<file path="config.mk">
export PLATFORM = sky130hd
export DESIGN_NAME = fifo_wr_ctrl
export DESIGN_NICKNAME = d
export VERILOG_FILES = /design/src/rtl/fifo_pkg.sv /design/src/rtl/fifo_gray2bin.sv /design/src/rtl/fifo_wr_ctrl.sv
export SDC_FILE = /design/constraint.sdc
export NUM_CORES = 1
export LEC_CHECK = 0
export ABC_AREA = 0
export ABC_CLOCK_PERIOD_IN_PS = 2800
export CAP_MARGIN = 15
export CORE_ASPECT_RATIO = 0.6
export CORE_MARGIN = 2
export CORE_UTILIZATION = 25
export CTS_CLUSTER_SIZE = 40
export DETAILED_ROUTE_END_ITERATION = 7
export GPL_ROUTABILITY_DRIVEN = 0
export GPL_TIMING_DRIVEN = 1
export MAX_ROUTING_LAYER = met4
export PLACE_DENSITY = 0.53
export REMOVE_ABC_BUFFERS = 1
export SYNTH_ARGS = -nofsm -noshare
export SYNTH_HDL_FRONTEND = slang
export SYNTH_HIERARCHICAL = 1
export SYNTH_SLANG_ARGS = --single-unit
</file>
<file path="constraint.sdc">
create_clock -name wCLK -period 2.8 [get_ports wCLK]
set_input_delay 0.56 -clock wCLK [delete_from_list [all_inputs] [get_ports wCLK]]
set_output_delay 0.56 -clock wCLK [all_outputs]
set_load 0.05 [all_outputs]
</file>
<file path="src/rtl/fifo_pkg.sv">
// Shared helpers for the async FIFO write/read controls: Gray conversion and the full-pointer compare.
package fifo_pkg;

  localparam int ADDRSIZE_DEF = 4;
  localparam int PTR_MAX      = 32;

  typedef logic [PTR_MAX-1:0] ptr_t;

  function automatic ptr_t bin2gray(input ptr_t b);
    return b ^ (b >> 1);
  endfunction

  // Bits at or above w are ignored, so callers may pass zero- or garbage-extended values.
  function automatic ptr_t gray2bin(input ptr_t g, input int w);
    ptr_t m;
    ptr_t b;
    m = (ptr_t'(1) << w) - ptr_t'(1);
    b = '0;
    for (int i = 0; i < PTR_MAX; i++) b[i] = ^((g & m) >> i);
    return b;
  endfunction

  // Read pointer as it would look if the writer were exactly one lap ahead (top two bits inverted).
  function automatic ptr_t full_ptr(input ptr_t rptr, input int aw);
    return rptr ^ (ptr_t'(3) << (aw - 1));
  endfunction

endpackage

</file>
<file path="src/rtl/fifo_gray2bin.sv">
// Combinational Gray-to-binary converter; each binary bit is the XOR of all Gray bits at or above it.
module fifo_gray2bin #(
  parameter int W = 5
) (
  input  logic [W-1:0] gray,
  output logic [W-1:0] bin
);

  for (genvar i = 0; i < W; i++) begin : g_bit
    assign bin[i] = ^gray[W-1:i];
  end

endmodule

</file>
<file path="src/rtl/fifo_wr_ctrl.sv">
// Write-side control of the async FIFO: write counter/address, Gray write pointer, full/almost-full/occupancy.
// Optional sticky overflow flag built only when FIFO_WR_OVERFLOW_EN is defined.
module fifo_wr_ctrl
  import fifo_pkg::*;
#(
  parameter int ADDRSIZE     = ADDRSIZE_DEF,
  parameter int AFULL_THRESH = 12
) (
  input  logic                wCLK,
  input  logic                wRST,
  input  logic                wINC,
  input  logic [ADDRSIZE:0]   wq2_rptr,
`ifdef FIFO_WR_OVERFLOW_EN
  input  logic                wOVF_CLR,
  output logic                wOVERFLOW,
`endif
  output logic [ADDRSIZE-1:0] wADDR,
  output logic [ADDRSIZE:0]   wPTR,
  output logic                wFULL,
  output logic                wALMOST_FULL,
  output logic [ADDRSIZE:0]   wCOUNT
);

  localparam int PW = ADDRSIZE + 1;

  logic          wen;
  logic [PW-1:0] wbin;
  logic [PW-1:0] wbin_next;
  logic [PW-1:0] wgray_next;
  logic [PW-1:0] rptr_full;
  logic [PW-1:0] rbin_s;
  logic [PW-1:0] count_next;
  logic          full_next;
  logic          afull_next;

  assign wen        = wINC & ~wFULL;
  assign wbin_next  = wbin + PW'(wen);
  assign wgray_next = PW'(bin2gray(ptr_t'(wbin_next)));
  assign rptr_full  = PW'(full_ptr(ptr_t'(wq2_rptr), ADDRSIZE));

  fifo_gray2bin #(.W(PW)) u_rptr_bin (
    .gray (wq2_rptr),
    .bin  (rbin_s)
  );

  // Wraps modulo 2**PW, so the extra MSB makes a full FIFO read as exactly 2**ADDRSIZE.
  assign count_next = wbin_next - rbin_s;
  assign full_next  = (wgray_next == rptr_full);
  assign afull_next = int'(count_next) >= AFULL_THRESH;

  always_ff @(posedge wCLK) begin
    if (!wRST) begin
      wbin         <= '0;
      wPTR         <= '0;
      wFULL        <= 1'b0;
      wALMOST_FULL <= 1'b0;
      wCOUNT       <= '0;
    end else begin
      wbin         <= wbin_next;
      wPTR         <= wgray_next;
      wFULL        <= full_next;
      wALMOST_FULL <= afull_next;
      wCOUNT       <= count_next;
    end
  end

  assign wADDR = wbin[ADDRSIZE-1:0];

`ifdef FIFO_WR_OVERFLOW_EN
  // A rejected write in the same cycle as a clear keeps the flag set.
  always_ff @(posedge wCLK) begin
    if (!wRST)                 wOVERFLOW <= 1'b0;
    else if (wINC && wFULL)    wOVERFLOW <= 1'b1;
    else if (wOVF_CLR)         wOVERFLOW <= 1'b0;
  end
`endif

endmodule

</file>
* Yosys cells after proc, flatten, opt, wreduce, memory -nomap -nowiden *
Index checks and enable logic that the tools add are counted.

storage, ports and cells
  flip-flop bits (word level) = 17
  input port bits = 8
  output and inout bits = 16
  logic and storage cells = 17

cells by class
  add/sub/neg operators = 2
  magnitude comparators = 1
  equality and inequality tests = 1
  bitwise operators = 4
  reductions and logical operators = 4

operators by type and width
  kind                  count
  $add A5 B1 Y5         1
  $eq A5 B5 Y1          1
  $ge A5 B4 Y1 const B  1
  $reduce_xor A5 Y1     1
  $sub A5 B5 Y5         1
  $xor A5 B4 Y5         1
  $reduce_xor A4 Y1     1
  $reduce_xor A3 Y1     1
  $not A2 Y2            1
  $reduce_xor A2 Y1     1
  $and A1 B1 Y1         1
  $not A1 Y1            1

* Longest topological paths before layout *
  depth after elaboration = 5
  mapped depth = 10
  depth with buffers taken out = 10

* Modules after synthesis *
The synthesis kept the hierarchy.

modules (own cells, without submodules)
  module         times used  cells an instance  area an instance (µm²)  seq. area each (µm²)
  fifo_wr_ctrl   1           75                 765.7                   320.3
  fifo_gray2bin  1           6                  72.6                    0.0

* Least setup slack after synthesis *
OpenSTA, ideal clock, no wires.

  path type = input-to-reg
  from = input port wq2_rptr[4]
  to = register wCOUNT[4]
  setup time = 0.115 ns
  arrival = 2.459 ns
  required time = 2.685 ns
  slack = 0.226 ns
  stages on the path = 8
  path buffers = 0
  path through = xor2_2 xnor3_1 ha_1 fa_1 maj3_1 o21bai_1 xnor2_1 and2_1

on the way
  cells in the longest elaborated chain, start to end = 2
  elaborated cells between the ends (all ways) = 5
  classes of those cells = add/sub: 1; reduce/logical: 4

RTL lines
  element               line                 text
  from (decl)           fifo_wr_ctrl.sv:12   input logic [ADDRSIZE:0] wq2_rptr,
  $reduce_xor A5 Y1     fifo_gray2bin.sv:10  assign bin[i] = ^gray[W-1:i];
  named net rbin_s[0]   fifo_wr_ctrl.sv:31   logic [PW-1:0] rbin_s;
  $sub A5 B5 Y5         fifo_wr_ctrl.sv:47   assign count_next = wbin_next - rbin_s;
  to (signal assigned)  fifo_wr_ctrl.sv:63   wCOUNT <= count_next;
  to (decl)             fifo_wr_ctrl.sv:21   output logic [ADDRSIZE:0] wCOUNT

The timed path passes the listed nets, and every way through them passes these cells.
A chain may end at the register's enable or synchronous reset.

* Worst setup path in the final report *
  from = input port wINC
  to = register wCOUNT[4]

on the way
  cells in the longest elaborated chain, start to end = 3

RTL lines
  element                 line                text
  from (decl)             fifo_wr_ctrl.sv:11  input logic wINC,
  $and A1 B1 Y1           fifo_wr_ctrl.sv:36  assign wen = wINC & ~wFULL;
  $add A5 B1 Y5           fifo_wr_ctrl.sv:37  assign wbin_next = wbin + PW'(wen);
  named net wbin_next[1]  fifo_wr_ctrl.sv:28  logic [PW-1:0] wbin_next;
  $sub A5 B5 Y5           fifo_wr_ctrl.sv:47

The timed path passes the listed nets, and every way through them passes these cells.

==> results by group <==
Final layout
  • NumNets Final: 137
  • Proportion of layout cells with a drive suffix above 1: 0.2149
  • Diodes inserted: 0
  • Fillcell total: 319
  • Final instance area: 1282 um2
  • Non-Filler Instances: 166
  • Multi-input gate area: 478.0 um2
  • Area Overhead vs Synth: 52.99%
  • Total area of sequential cells: 320.3 um2

Routing
  • Drt drc: 0
  • Final ANT Viol Nets: 0
  • Vias: 613
  • Wirelength per Cell: 10.04 um
  • Drt pass-1 iters: 3
  • Routed vias/inst: 3.693
  • WL final: 1667 um
  • Drt first-iter violations: 11

Power
  • Peak supply drop: 0.2118 mV
  • Power consumption: 790.9 uW
  • Pwr dens: 616.7 nW/um2
  • LEAKAGE: 0.5617 nW

GRT
  • Largest net degree at the start of global routing: 12
  • Congestion Overflow GR: 0
  • First-pass GRT wire length: 2746 um
  • Vias in the first global route: 590
  • Initial antenna violation count: 0
  • Overall routing resource usage: 0.09772

Synthesis
  • Synthesized cell area: 838.3 um2
  • Avg Cell Area, Syn: 10.35 um2
  • Post-synthesis cell type count: 24
  • Post-Synthesis Cells: 81
  • Most common cell in the netlist: dfxtp_1
  • #FFs+latches synth: 16
  • Async set-reset flop share out of synthesis: 0
  • Ranking of synthesized cells by area: dfxtp_1 38%, xnor2_1 13%, ha_1 7.5%, xor2_1 6.3%, nor2_1 4.9%
  • Sequential share of the synthesized area: 0.3821
  • Post-synth top area cell: dfxtp_1
  • Yosys top cell area share: 0.3821
  • Syn. warnings: 6
  • Post-synth EDFFs: 0
  • Synth cell count leaders: 16 x dfxtp_1, 12 x xnor2_1, 11 x nor2_1, 9 x inv_1, 6 x xor2_1
  • Most used DFF post-synth: dfxtp_1

Worst setup path
  • Worst setup SP type: primary input
  • CP startpoint: wINC
  • Kind of critical path: in -> reg
  • Required @ worst endpoint: 2.94 ns
  • Reg2reg end: wCOUNT[4]$_SDFF_PN0_
  • Crit path capture: wCOUNT[4]$_SDFF_PN0_
  • R2R depth: 9
  • CP arrival: 2.79 ns
  • Worst Path Max Fanout: 2
  • Critical R2R Launch: wFULL$_SDFF_PN0_
  • Critical Path Sink Type: register
  • FF-to-FF setup slack: 0.62 ns

Place
  • Port buffer count: 23
  • # placed instances: 163
  • HPWL Detailed: 1378 um
  • Cell Area, Placed: 1234 um2

Floorplan
  • Site Rows: 16
  • Area of the core: 3223 um2
  • Starting Density: 0.2601
  • Chip Width: 78.76 um
  • Die height: 48.86 um
  • Die ar.: 3848 um2
  • Ports: 24

Timing
  • Least-Margin Pin Slew: 0.5051 ns
  • Final setup viols: 0
  • Unrepaired setup endpoints after global routing: no
  • Hold Slack: 0.6843 ns
  • Final period util: 0.9432
  • Final worst path period need: 2.641 ns
  • Fmax: 378.7 MHz
  • Max-Slew Margin vs Limit: 0.6622
  • Setup Skew: 0.0009791 ns
  • Final Hold Fails: 0
  • Final Max Slew Viols: 0

Clocking
  • Hold-fix buffers, CTS: 0
  • Root buffer cell: clkbuf_8
  • Post-CTS setup buffer count: 0
  • Inserted Clock Buffers: 3
  • Clk slew on worst S/H paths: 0.06 ns
  • Clock Path Buffers: 2
  • CTS tree: yes
  • Clk sink count: 16
  • Worst skew pair latency: 0.25 ns
  • H-tree depth: 1

Worst hold path
  • Worst hold path class: reg -> reg

Outcome
  • Outcome: completed

Run
  • Maxcap violations: 0
-- layer usage --
metal | GRT usage | vias up | wire length (um)
met1 | 0.1284 | 266 | 838
met5 | - | - | 0
met2 | 0.1396 | 14 | 739
met3 | 0.03333 | 2 | 74
li1 | - | 331 | -
met4 | 0.03509 | 0 | 14
-- through the flow --
step / worst slack [ns] / setup TNS [ns] / util
after floorplan: 0.2263 / 0 / -
after global placement: -0.2620 / -0.6951 / 0.3828
after global routing: 0.02728 / 0 / 0.3979
after CTS: 0.04703 / 0 / 0.3948
after detailed placement: -0.2890 / -0.7738 / 0.3828
final: 0.1591 / 0 / 0.3979
-- sequential cells by signal, summed over array words and instances, names as in the netlist --
name and flops:
wALMOST_FULL 1, wCOUNT 5, wPTR 5, wFULL 1, wbin 4
-- layout make-up --
cell class | instances | share of cell area
tap | 45 | 0.04390
clock buffer | 3 | 0.03220
multi-input combinational | 54 | 0.3727
sequential | 16 | 0.2498
inverter | 9 | 0.02634
timing repair buffer | 39 | 0.2751
-- repair_timing --
item,in CTS,in global routing
gates resized for setup,2,4
gates cloned,0,0
setup endpoints to repair,2,2
pin swaps,1,4
-- worst min-delay path by stage --
stage | from | endpoint | slack, ns | cells after the start
floorplan | wRST | wCOUNT[2]$_SDFF_PN0_ | 0.67 | 2
global placement | wbin[0]$_SDFF_PN0_ | wbin[0]$_SDFF_PN0_ | 0.67 | 3
detailed placement | wbin[0]$_SDFF_PN0_ | wbin[0]$_SDFF_PN0_ | 0.69 | 3
CTS | wbin[0]$_SDFF_PN0_ | wbin[0]$_SDFF_PN0_ | 0.70 | 3
global route | wbin[0]$_SDFF_PN0_ | wbin[0]$_SDFF_PN0_ | 0.73 | 3
finish | wbin[0]$_SDFF_PN0_ | wbin[0]$_SDFF_PN0_ | 0.68 | 3
-- power breakdown --
| part | switching, mW | total, mW | internal (mW) | leakage (nW) |
|---|---|---|---|---|
| logic | 0.205 | 0.354 | 0.149 | 0.409 |
| clock network | 0.0738 | 0.169 | 0.0953 | 0.0216 |
| registers | 0.00912 | 0.267 | 0.258 | 0.131 |
-- logic make-up after synthesis --
kind of cell    synth area share
buf+inv                  0.05373
flops                     0.3821
fa+ha+maj                 0.1224
simple gates              0.1120
compound gates           0.04328
xor+xnor                  0.2866
-- critical path: stages --
cell	delay [ns]
clkdlybuf4s50_1	0.39
nor2b_1	0.13
ha_1	0.18
ha_1	0.31
inv_1	0.09
fa_2	0.37
maj3_1	0.34
o21bai_1	0.17
xnor2_1	0.09
and2_1	0.16
-- layout by cell type (no fill, tap or decap), drive strengths merged --
cell type and instances:
a21oi 1, nand3 3, xor2 8, o2bb2ai 1
nand2 2, or3 1, a2111oi 1, and2 2
clkdlybuf4s50 19, dlygate4sd2 2, ha 5, o21bai 1
inv 9, dlymetal6s2s 2, xnor3 1, fa 1
xnor2 13, maj3 2, nor2 11, buf 16
clkbuf 3, dfxtp 16, nor2b 1
Power figures use the tool's default switching activity.
